<file path="config.mk">
export PLATFORM = sky130hd
export DESIGN_NAME = vbuffer_pp
export DESIGN_NICKNAME = d
export VERILOG_FILES = /design/src/rtl/vbuffer_pkg.sv /design/src/rtl/vbuffer_bank.sv /design/src/rtl/vbuffer_pp.sv
export SDC_FILE = /design/constraint.sdc
export NUM_CORES = 1
export LEC_CHECK = 0
export CORE_ASPECT_RATIO = 1.1
export CORE_MARGIN = 4
export CORE_UTILIZATION = 60
export CTS_CLUSTER_DIAMETER = 60
export DETAILED_ROUTE_END_ITERATION = 12
export PLACE_DENSITY_LB_ADDON = 0.15
export SLEW_MARGIN = 10
export SYNTH_ARGS = -nofsm -noshare
export SYNTH_HDL_FRONTEND = slang
export SYNTH_SLANG_ARGS = --single-unit
</file>
<file path="constraint.sdc">
create_clock -name PixelClk -period 4.7 [get_ports PixelClk]
set_input_delay 0.94 -clock PixelClk [delete_from_list [all_inputs] [get_ports PixelClk]]
set_output_delay 0.94 -clock PixelClk [all_outputs]
set_load 0.02 [all_outputs]
</file>
<file path="src/rtl/vbuffer_pkg.sv">
// Shared types and elaboration helpers for the ping-pong pixel word buffer.
package vbuffer_pkg;

   typedef enum logic {
      ST_IDLE = 1'b0,
      ST_RUN  = 1'b1
   } rd_state_t;

   // Bytes per packed word.
   function automatic int unsigned wsize_of(input int unsigned bpp, input int unsigned psize);
      return (bpp * psize) / 8;
   endfunction

   // A packed word must fill a whole number of bytes.
   function automatic bit packs_to_bytes(input int unsigned bpp, input int unsigned psize);
      return ((bpp * psize) % 8) == 0;
   endfunction

   // Index width, never narrower than one bit.
   function automatic int unsigned idx_w(input int unsigned n);
      return (n > 1) ? $clog2(n) : 1;
   endfunction

endpackage

</file>
<file path="src/rtl/vbuffer_bank.sv">
// One WSIZE x 8 byte bank with a write port and a combinational unpack to pixels.
module vbuffer_bank
   import vbuffer_pkg::*;
#(
   parameter int unsigned BPP   = 6,
   parameter int unsigned PSIZE = 4,
   parameter int unsigned WSIZE = 3
) (
   input  logic                       PixelClk,
   input  logic                       we,
   input  logic [idx_w(WSIZE)-1:0]    addr,
   input  logic [7:0]                 din,
   output logic [PSIZE-1:0][BPP-1:0]  pixels
);

   logic [7:0]         mem [WSIZE];
   logic [WSIZE*8-1:0] word;

   always_ff @(posedge PixelClk) begin
      if (we) mem[addr] <= din;
   end

   // Little-endian: byte 0 holds the lowest pixel bits.
   always_comb begin
      word = '0;
      for (int unsigned i = 0; i < WSIZE; i++) word[i*8 +: 8] = mem[i];
   end

   assign pixels = word;

endmodule

</file>
<file path="src/rtl/vbuffer_pp.sv">
// Double-buffered pixel word buffer: bytes fill the back bank while pixels drain from the front.
module vbuffer_pp
   import vbuffer_pkg::*;
#(
   parameter int unsigned BPP   = 6,
   parameter int unsigned PSIZE = 4
) (
   input  logic           PixelClk,
   input  logic           Reset,
   input  logic           WriteEn,
   input  logic [7:0]     DataIn,
   input  logic           PixelEn,
   input  logic           Blank,
   output logic           FillReq,
   output logic           Underrun,
   output logic           Overflow,
   output logic [BPP-1:0] VideoOut,
   output logic           VideoValid
);

   localparam int unsigned WSIZE   = wsize_of(BPP, PSIZE);
   localparam int unsigned AW      = idx_w(WSIZE);
   localparam int unsigned IW      = idx_w(PSIZE);
   localparam bit          PACK_OK = packs_to_bytes(BPP, PSIZE);

   if (!PACK_OK) begin : g_bad_packing
      $error("vbuffer_pp: BPP*PSIZE must be a multiple of 8");
   end

   rd_state_t                state, state_nxt;
   logic                     sel;
   logic                     back_full;
   logic [AW-1:0]            wr_cnt;
   logic [IW-1:0]            rd_idx, idx_nxt;
   logic                     consume, swap, wr_ok, last_byte, back_post;
   logic [BPP-1:0]           vo_nxt;
   logic                     vv_nxt;
   logic [PSIZE-1:0][BPP-1:0] pix0, pix1, front_pix;

   assign consume   = PixelEn && !Blank;
   assign front_pix = sel ? pix1 : pix0;
   assign FillReq   = !back_full;

   // A swap frees the old front bank in the same cycle, so a write then lands
   // there (back_post) instead of being rejected as an overflow.
   assign back_post = swap ? sel : ~sel;
   assign wr_ok     = WriteEn && (!back_full || swap);
   assign Overflow  = WriteEn && back_full && !swap;
   assign last_byte = wr_ok && (wr_cnt == AW'(WSIZE - 1));

   vbuffer_bank #(.BPP(BPP), .PSIZE(PSIZE), .WSIZE(WSIZE)) u_bank0 (
      .PixelClk (PixelClk),
      .we       (wr_ok && !back_post),
      .addr     (wr_cnt),
      .din      (DataIn),
      .pixels   (pix0)
   );

   vbuffer_bank #(.BPP(BPP), .PSIZE(PSIZE), .WSIZE(WSIZE)) u_bank1 (
      .PixelClk (PixelClk),
      .we       (wr_ok && back_post),
      .addr     (wr_cnt),
      .din      (DataIn),
      .pixels   (pix1)
   );

   always_comb begin
      state_nxt = state;
      idx_nxt   = rd_idx;
      swap      = 1'b0;
      Underrun  = 1'b0;
      vo_nxt    = VideoOut;
      vv_nxt    = VideoValid;
      if (Blank) begin
         vo_nxt = '0;
         vv_nxt = 1'b0;
      end else begin
         case (state)
            ST_IDLE: begin
               if (consume) begin
                  Underrun = 1'b1;
                  vo_nxt   = '0;
                  vv_nxt   = 1'b0;
               end
               if (back_full) begin
                  swap      = 1'b1;
                  idx_nxt   = '0;
                  state_nxt = ST_RUN;
               end
            end
            ST_RUN: begin
               if (consume) begin
                  vo_nxt = front_pix[rd_idx];
                  vv_nxt = 1'b1;
                  if (rd_idx == IW'(PSIZE - 1)) begin
                     idx_nxt = '0;
                     if (back_full) swap = 1'b1;
                     else           state_nxt = ST_IDLE;
                  end else begin
                     idx_nxt = rd_idx + 1'b1;
                  end
               end
            end
            default: state_nxt = ST_IDLE;
         endcase
      end
   end

   always_ff @(posedge PixelClk or posedge Reset) begin
      if (Reset) state <= ST_IDLE;
      else       state <= state_nxt;
   end

   always_ff @(posedge PixelClk or posedge Reset) begin
      if (Reset) begin
         sel        <= 1'b0;
         back_full  <= 1'b0;
         wr_cnt     <= '0;
         rd_idx     <= '0;
         VideoOut   <= '0;
         VideoValid <= 1'b0;
      end else begin
         rd_idx     <= idx_nxt;
         VideoOut   <= vo_nxt;
         VideoValid <= vv_nxt;
         if (swap) sel <= ~sel;
         if (last_byte) begin
            back_full <= 1'b1;
            wr_cnt    <= '0;
         end else begin
            if (swap)  back_full <= 1'b0;
            if (wr_ok) wr_cnt    <= wr_cnt + 1'b1;
         end
      end
   end

endmodule

</file>
=== After elaboration in Yosys (flattened, before gate mapping) ===
Memories as Yosys holds them, arrays and structs flattened.
Cells that the tools add are included.

* Reduce and logical (&&, ||, !) cells: 16
* $lt $le $gt $ge: 1
* $add $sub $neg: 2
* Multiply operators: 0
* Multiplexer cells: 35
* Shift operators: 0
* Div/mod/pow operators: 0
* Equality and inequality tests: 6
* Bitwise gates (word level): 3

{| class="wikitable"
|+ Operators by type and width
! cell !! number
|-
| $mux W24 || 1
|-
| $mux W6 || 4
|-
| $mux W1 || 19
|-
| $bmux W6 S2 || 1
|-
| $pmux W6 S2 || 1
|-
| $mux W2 || 5
|-
| $logic_and A1 B1 Y1 || 7
|-
| $pmux W1 S2 || 3
|-
| $add A2 B1 Y2 const B || 2
|-
| $eq A2 B2 Y1 const B || 2
|-
| $logic_not A1 Y1 || 4
|-
| $pmux W2 S2 || 1
|-
| $reduce_bool A2 Y1 || 2
|-
| $lt A2 B3 Y1 const B || 1
|-
| $ne A3 B2 Y1 const B || 1
|-
| $ne A3 B3 Y1 const B || 1
|-
| $not A1 Y1 || 3
|-
| $reduce_and A3 Y1 || 1
|-
| $ne A2 B1 Y1 const B || 1
|-
| $ne A2 B2 Y1 const B || 1
|-
| $reduce_and A2 Y1 || 1
|-
| $logic_or A1 B1 Y1 || 1
|}

* ROM bits: 0
* Register bits: 14
* Memories: 2
* Output and inout port bits: 10
* RAM bits: 48
* Input port bits: 13
* Logic and storage cells: 72
* Bits in latches: 0

{| class="wikitable"
|+ Memory list
! name !! depth !! bits a word !! read ports !! clocked after memory_dff !! wr ports !! line !! RTL
|-
| u_bank0.mem || 3 || 8 || 3 || 0 || 1 || vbuffer_bank.sv:16 || <nowiki>logic [7:0] mem [WSIZE];</nowiki>
|-
| u_bank1.mem || 3 || 8 || 3 || 0 || 1 || vbuffer_bank.sv:16 ||
|}

=== Depth between registers and ports, before layout ===
Gate-level depths: netlist (run 1).

* Depth after elaboration: 10
* Depth in mapped cells: 6
* Gate-level depth less buffers: 6

=== Modules after synthesis ===
From an unflattened synthesis (run 1), not the netlist that was laid out.

* Cell total of the unflattened synthesis: 158
* Area, all modules: 2531.2 µm²

{| class="wikitable"
|+ Modules (own cells, without submodules)
! module !! seq. area each (µm²) !! cells each !! instances !! area an instance (µm²)
|-
| vbuffer_bank || 720.7 || 27 || 2 || 750.7
|-
| vbuffer_pp || 350.3 || 104 || 1 || 1029.7
|}

=== Least setup slack after synthesis (run 1) ===
Ideal clock, no wire load.

* Path type: input port to flip-flop
* Start point: input port PixelEn
* End point: memory u_bank0.mem[2][0], enable pin
* Path slack: 1.854 ns
* Stages: 5
* Arrival: 2.448 ns
* Data required time: 4.302 ns
* Setup time: 0.398 ns
* Buffers on the path: 1
* Cells stage by stage: buf_4 a21boi_4 o21ai_2 nand2_2 nor4b_1

* Cells in the longest elaborated chain, start to end: 9
* Elaborated cells on any way between the ends: 11
* Classes of those cells: 6 x mux; 5 x reduce/logical

{| class="wikitable"
|+ RTL lines
! element !! line !! RTL
|-
| start: declaration || vbuffer_pp.sv:12 || <nowiki>input logic PixelEn,</nowiki>
|-
| $logic_and A1 B1 Y1 (*) || vbuffer_pp.sv:40 || <nowiki>assign consume = PixelEn && !Blank;</nowiki>
|-
| $mux W1 (*) || vbuffer_pp.sv:92 || <nowiki>if (consume) begin</nowiki>
|-
| $pmux W1 S2 (*) || vbuffer_pp.sv:78 || <nowiki>case (state)</nowiki>
|-
| $mux W1 (*) || vbuffer_pp.sv:74 || <nowiki>if (Blank) begin</nowiki>
|-
| $mux W1 / $logic_or A1 B1 Y1 (equally long branches) || vbuffer_pp.sv:46, vbuffer_pp.sv:47 ||
|-
| $logic_not A1 Y1 / $logic_and A1 B1 Y1 (equally long branches) || vbuffer_pp.sv:53, vbuffer_pp.sv:47 ||
|-
| $logic_and A1 B1 Y1 (*) || vbuffer_pp.sv:53 || <nowiki>.we (wr_ok && !back_post),</nowiki>
|-
| $mux W1 (*) || vbuffer_bank.sv:20 || <nowiki>if (we) mem[addr] <= din;</nowiki>
|-
| $mux W1 (implied by the code) (*) || vbuffer_bank.sv:20 ||
|-
| end: declaration || vbuffer_bank.sv:16 ||
|}

Every way passes the cells marked *; elsewhere a longest branch is shown, timed or not.

=== Final worst setup path (run 1) ===
* Start point: input port PixelEn
* End point: output port Overflow

* Cells in the longest elaborated chain, start to end: 6

{| class="wikitable"
|+ RTL lines
! element !! line !! RTL
|-
| $logic_and A1 B1 Y1 || vbuffer_pp.sv:40 ||
|-
| $mux W1 || vbuffer_pp.sv:92 ||
|-
| $pmux W1 S2 || vbuffer_pp.sv:78 ||
|-
| $mux W1 || vbuffer_pp.sv:74 ||
|-
| $logic_not A1 Y1 || vbuffer_pp.sv:48 || <nowiki>assign Overflow = WriteEn && back_full && !swap;</nowiki>
|-
| $logic_and A1 B1 Y1 || vbuffer_pp.sv:48 ||
|-
| end: declaration || vbuffer_pp.sv:16 || <nowiki>output logic Overflow,</nowiki>
|}

Every way passes these cells.

==> flow_summary.json, run 1 <==
{
  "die_width_um": 70.3,
  "worstPathArrival_ns": 2.57,
  "relSlewSlack": 0.231,
  "seqPwrFrac": 0.483,
  "layout_setup_ws_ns": 1.19,
  "netlist_area_um2": 2560,
  "clkTransAtPathRegs_ns": 0.06,
  "cts_hold_buf": 0,
  "cts-htree-levels": 3,
  "required_ns": 3.76,
  "r2r_end": "u_bank1.mem[0][4]$_DFFE_PP_",
  "place_ws_ns": 1.18,
  "synth_edf_count": 48,
  "sw_frac_of_total": 0.329,
  "startpoint": "PixelEn",
  "final_nets": 201,
  "cts_made_buffers": 9,
  "drc": 0,
  "dr_wl_met3_um": 241,
  "synth_flop_cell": "edfxtp_1",
  "yosys_warnings": 0,
  "vdd_drop_max_mv": 0.343,
  "top_layer": "met4",
  "cp_max_fo": 8,
  "crit_type": "in -> out",
  "grt_usage": 0.195,
  "grt_pass1_vias": 1468,
  "cp-start-kind": "primary input",
  "hold_path_class": "reg -> reg",
  "initial_core_util": 0.632,
  "portBuffers": 22,
  "synth_top_area_share": 0.563,
  "first_iter_violations": 135,
  "route.met2.wl_um": 2360,
  "power_frac_comb": 0.268,
  "p_per_area_nw_per_um2": 586,
  "p_clk_frac": 0.248,
  "slew_viol_final": 0,
  "finalClockSkew_ns": 0.00424,
  "boundaryPins": 23,
  "drtPass1Iterations": 6,
  "cts-root-buf": "clkbuf_8",
  "met1_length_um": 2140,
  "holdCritStartpoint": "VideoOut[3]$_DFFE_PP0P_",
  "setup_viol": 0,
  "antenna_found_initial": 0,
  "setup_tns_ns": 0,
  "synth_area_leaders": "edfxtp_1, dfrtp_1, mux4_2, nor2b_1, nand2_1",
  "maxCapViolCount": 0,
  "syn-num-nets": 172,
  "status": "completed",
  "synth.distinct_cells": 36,
  "fin_area_um2": 3000,
  "power.total_w": 0.00176,
  "die_h_um": 76.5,
  "n_fill_cell": 251,
  "syn-instance-count": 158,
  "gp_congestion": 0.773,
  "cts_tree": "yes",
  "leakage_nw": 1.04,
  "ys_async_sr_fraction": 0.226,
  "hold_viol": 0,
  "intPower_w": 0.00118,
  "via_count": 1443,
  "grt_max_degree": 28,
  "ctsResizeCount": 0,
  "overflow": 0,
  "num_antenna_cells": 0,
  "worstSetupEndpoint": "Overflow",
  "period_share": 0.746,
  "fmax_mhz": 285,
  "synth-seq-cells": 62,
  "core_um2": 4050,
  "layout-drive-gt1-share": 0.161,
  "die_area_um2": 5380,
  "holdWs_ns": 0.487,
  "synth_seq_area_share": 0.700,
  "clock_sinks": 62,
  "routed_wl_um": 4820,
  "grt_pass1_wl_um": 7620,
  "cts_setup_buffers": 0,
  "wl_per_cell_um": 19.8,
  "r2r_slack_ns": 1.90,
  "p_sw_w": 0.000578,
  "drt-vias-per-instance": 5.91,
  "area_growth_pct": 17.1,
  "avgSynthCellArea_um2": 16.2,
  "hpwl_um": 3140,
  "clk_latency_ns": 0.33,
  "reg2reg_depth": 5,
  "layout_min_cycle_time_ns": 3.51,
  "rows": 24,
  "cts_buffer_depth": 2,
  "yosys.area.top_type": "edfxtp_1",
  "dpl_cell_area_um2": 2820,
  "worst-slew-pin-transition_ns": 1.15,
  "setup.worst_path.end_class": "primary output",
  "rsz0062_at_grt": "false",
  "ant_nets": 0,
  "regToRegStartpoint": "rd_idx[0]$_DFFE_PP0P_"
}
## sequential cells by signal (all words and copies together) (netlist names), 2 cells and up
| register | cells |
|---|---|
| u_bank1.mem | 24 |
| rd_idx | 2 |
| u_bank0.mem | 24 |
| wr_cnt | 2 |
| VideoOut | 6 |
## metal layers
metal | vias up | global-route usage
met5 | - | 0
li1 | 664 | -
met4 | 0 | 0.103
met2 | 46 | 0.306
met3 | 9 | 0.0501
met1 | 724 | 0.247
## worst max-delay path, cell delays in order
cell and delay (ns):
clkdlybuf4s50_1 0.57, a21boi_4 0.24, o21ai_2 0.10, nor2_1 0.10, clkdlybuf4s50_1 0.61
## cell usage after synthesis, types with 3 or more instances
cell	count
a2111oi_0	4
nor2_1	13
a211oi_1	4
edfxtp_1	48
buf_4	3
dfrtp_1	14
mux2_1	4
nand2_1	13
o41ai_1	4
nor2b_1	9
mux4_2	6
inv_1	3
nand2b_1	3
## logic make-up (layout without fill, tap and decap cells)
family / after synthesis / in the layout / synth area share
XOR/XNOR: 1 / 1 / 0.0107
AND/OR/NAND/NOR: 45 / 45 / 0.0977
buffers and inverters: 11 / 45 / 0.0244
adder cells (fa/ha/maj): 1 / 1 / 0.00488
flip-flops: 62 / 62 / 0.700
multiplexers: 13 / 13 / 0.0826
AO/OA/AOI/OAI: 25 / 25 / 0.0801
## cell type report
cell class,count,area [µm²],share of cell area
Clock buffer,12,135,0.0450
Sequential cell,62,1790,0.597
Clock inverter,4,47.5,0.0158
Inverter,5,18.8,0.00626
Tap cell,52,65.1,0.0217
Timing Repair Buffer,24,235,0.0784
Multi-Input combinational cell,85,707,0.236
## how the worst min path moves through the flow
stage                                          to  depth (start not counted)
after floorplan             back_full$_DFFE_PP0P_                          2
after global placement    VideoOut[4]$_DFFE_PP0P_                          2
final                     VideoOut[3]$_DFFE_PP0P_                          2
after global routing      VideoOut[4]$_DFFE_PP0P_                          2
after CTS                 VideoOut[3]$_DFFE_PP0P_                          2
after detailed placement  VideoOut[5]$_DFFE_PP0P_                          2
## power groups by stage
| stage | Clock, W | Sequential [W] | Combinational [W] |
|---|---|---|---|
| final | 0.000437 | 0.000850 | 0.000472 |
| after global routing | 0.000477 | 0.000865 | 0.000507 |
| after CTS | 0.000442 | 0.000850 | 0.000476 |
| after detailed placement | 0 | 0.000860 | 0.000472 |
| after global placement | 0 | 0.000850 | 0.000458 |
| after floorplan | 0 | 0.000792 | 0.000384 |
## placed cells by master, fill, tap and decap left out, types with 2 or more instances in the layout
| cell type | n |
|---|---|
| a2111oi_0 | 4 |
| a211oi_1 | 4 |
| a22o_1 | 2 |
| buf_4 | 2 |
| clkbuf_1 | 3 |
| clkbuf_8 | 9 |
| clkdlybuf4s50_1 | 22 |
| clkinv_2 | 2 |
| dfrtp_1 | 14 |
| edfxtp_1 | 48 |
| inv_1 | 3 |
| inv_2 | 2 |
| mux2_1 | 4 |
| mux2i_1 | 2 |
| mux4_2 | 6 |
| nand2_1 | 13 |
| nand2b_1 | 3 |
| nor2_1 | 13 |
| nor2b_1 | 9 |
| o21ai_0 | 2 |
| o22ai_1 | 2 |
| o31ai_1 | 2 |
| o41ai_1 | 4 |
## through the flow
| stage | cells | util |
|---|---|---|
| 6_report | 244 | 0.740 |
| 5_1_grt | 244 | 0.740 |
| 4_1_cts | 244 | 0.740 |
| 3_5_place_dp | 228 | 0.695 |
| 3_3_place_gp | 228 | 0.695 |
| 2_1_floorplan | 158 | - |
Note: power is estimated with default switching activity, not from simulation.
==> run 2: changes to the inputs <==
--- a/config.mk
+++ b/config.mk
@@ -7,7 +7,7 @@
 export LEC_CHECK = 0
 export CORE_ASPECT_RATIO = 1.1
 export CORE_MARGIN = 4
-export CORE_UTILIZATION = 60
+export CORE_UTILIZATION = 51
 export CTS_CLUSTER_DIAMETER = 60
 export DETAILED_ROUTE_END_ITERATION = 12
 export PLACE_DENSITY_LB_ADDON = 0.15
==> constraint.sdc (replaced) <==
create_clock -name PixelClk -period 3 [get_ports PixelClk]
set_input_delay 0.6 -clock PixelClk [delete_from_list [all_inputs] [get_ports PixelClk]]
set_output_delay 0.6 -clock PixelClk [all_outputs]
set_load 0.02 [all_outputs]
==> flow_summary.json, run 2 (synthesized netlist as in run 1, its figures left out) <==
{
  "final_nets": 208,
  "power_frac_comb": 0.296,
  "boundaryPins": 23,
  "layout_min_cycle_time_ns": 2.77,
  "vdd_drop_max_mv": 0.437,
  "grt_max_degree": 28,
  "worstPathArrival_ns": 2.17,
  "p_clk_frac": 0.295,
  "drtPass1Iterations": 4,
  "setup_viol": 0,
  "overflow": 0,
  "setup_tns_ns": 0,
  "hold_path_class": "reg -> reg",
  "drt-vias-per-instance": 5.57,
  "cp_cell_sequence": "ha_1 -> a21boi_4 -> o21ai_2 -> nor2_1 -> clkdlybuf4s50_1",
  "layout-drive-gt1-share": 0.201,
  "grt_pass1_vias": 1417,
  "status": "completed",
  "ant_nets": 0,
  "fin_area_um2": 3120,
  "period_share": 0.922,
  "clock_sinks": 62,
  "critical_path.max_stage_delay_ns": 0.61,
  "crit_slowest_cell": "clkdlybuf4s50_1",
  "first_iter_violations": 82,
  "portBuffers": 22,
  "p_sw_w": 0.000906,
  "setup.worst_path.end_class": "primary output",
  "path_buf_inv": 1,
  "p_per_area_nw_per_um2": 954,
  "slew_viol_final": 0,
  "mostFrequentLayoutCells": "edfxtp_1, clkdlybuf4s50_1, dfrtp_1",
  "via_count": 1420,
  "rows": 26,
  "gp_congestion": 0.836,
  "finalClockSkew_ns": 0.0113,
  "crit_type": "reg -> out",
  "sw_frac_of_total": 0.304,
  "n_fill_cell": 331,
  "die_width_um": 75.6,
  "hpwl_um": 3200,
  "cp_max_fo": 11,
  "grt_pass1_wl_um": 7510,
  "clk_latency_ns": 0.33,
  "leakage_nw": 1.11,
  "initial_core_util": 0.539,
  "power.total_w": 0.00298,
  "multi_input_area_um2": 707,
  "path_delay_family": "buffers and inverters",
  "cts-htree-levels": 3,
  "clkTransAtPathRegs_ns": 0.07,
  "cts-root-buf": "clkbuf_8",
  "cts_setup_buffers": 0,
  "relSlewSlack": 0.595,
  "routed_wl_um": 4690,
  "grt_usage": 0.174,
  "cts_buffer_depth": 2,
  "regArea_um2": 1790,
  "wl_per_cell_um": 18.4,
  "hold_viol": 0,
  "drc": 0,
  "dpl_cell_area_um2": 2880,
  "cts_tree": "yes",
  "seqPwrFrac": 0.409,
  "holdWs_ns": 0.499,
  "cts_made_buffers": 9,
  "die_h_um": 82.3,
  "intPower_w": 0.00207,
  "num_antenna_cells": 0,
  "reg.largest.list": "u_bank0.mem x24, u_bank1.mem x24, VideoOut x6",
  "cp-start-kind": "flip-flop",
  "cts_hold_buf": 0,
  "final_common_cell": "edfxtp_1",
  "maxCapViolCount": 0,
  "rsz0062_at_grt": "false",
  "core_um2": 4750,
  "fmax_mhz": 361,
  "antenna_found_initial": 0,
  "die_area_um2": 6220,
  "worst-slew-pin-transition_ns": 0.592,
  "ctsResizeCount": 0,
  "required_ns": 2.40,
  "final_core_util": 0.657,
  "area_growth_pct": 21.8
}
[run 2: worst paths after layout]
kind / from / end / slack [ns] / cells past startpoint
min reg2reg: VideoOut[5]$_DFFE_PP0P_ / VideoOut[5]$_DFFE_PP0P_ / 0.50 / 2
min in group asynchronous: Reset / VideoValid$_DFFE_PP0P_ / 0.62 / 2
min: VideoOut[5]$_DFFE_PP0P_ / VideoOut[5]$_DFFE_PP0P_ / 0.50 / 2
max: rd_idx[1]$_DFFE_PP0P_ / Overflow / 0.23 / 5
max reg2reg: rd_idx[1]$_DFFE_PP0P_ / u_bank0.mem[2][6]$_DFFE_PP_ / 0.80 / 6
max in group asynchronous: Reset / VideoOut[1]$_DFFE_PP0P_ / 2.01 / 2
[run 2: per-stage QoR]
step,instances,setup WS [ns]
floorplan,158,0.494
global placement,239,0.248
detailed placement,239,0.235
CTS,255,0.200
global route,255,0.0572
finish,255,0.233
[run 2: layout make-up]
class                   instances  share of cell area
inverters                       5             0.00601
multi-input cells              85               0.227
well taps                      56              0.0225
clock inverters                 6              0.0345
flip-flops and latches         62               0.574
clock buffers                  10              0.0441
repair buffers                 31              0.0922
[run 2: metal layers]
layer  vias up  track usage  part of all wire
met4         0       0.0682            0.0073
met2        29        0.272              0.51
met3         5       0.0472             0.047
met1       705        0.233              0.44
met5         -            0                 0
li1        681            -                 -
[run 2: power groups by stage]
stage | Combinational (W) | Sequential, W | Clock, W
floorplan | 0.000601 | 0.00124 | 0
global placement | 0.000879 | 0.00123 | 0
detailed placement | 0.000889 | 0.00124 | 0
finish | 0.000883 | 0.00122 | 0.000878
global route | 0.000967 | 0.00124 | 0.000936
CTS | 0.000893 | 0.00122 | 0.000897
[run 2: worst register-to-register path, stage by stage (launching register included)]
cell and delay, ns:
dfrtp_1 0.58, ha_1 0.32, a21boi_4 0.09, o21ai_2 0.20
nand2_2 0.16, nor4b_1 0.32, buf_4 0.24
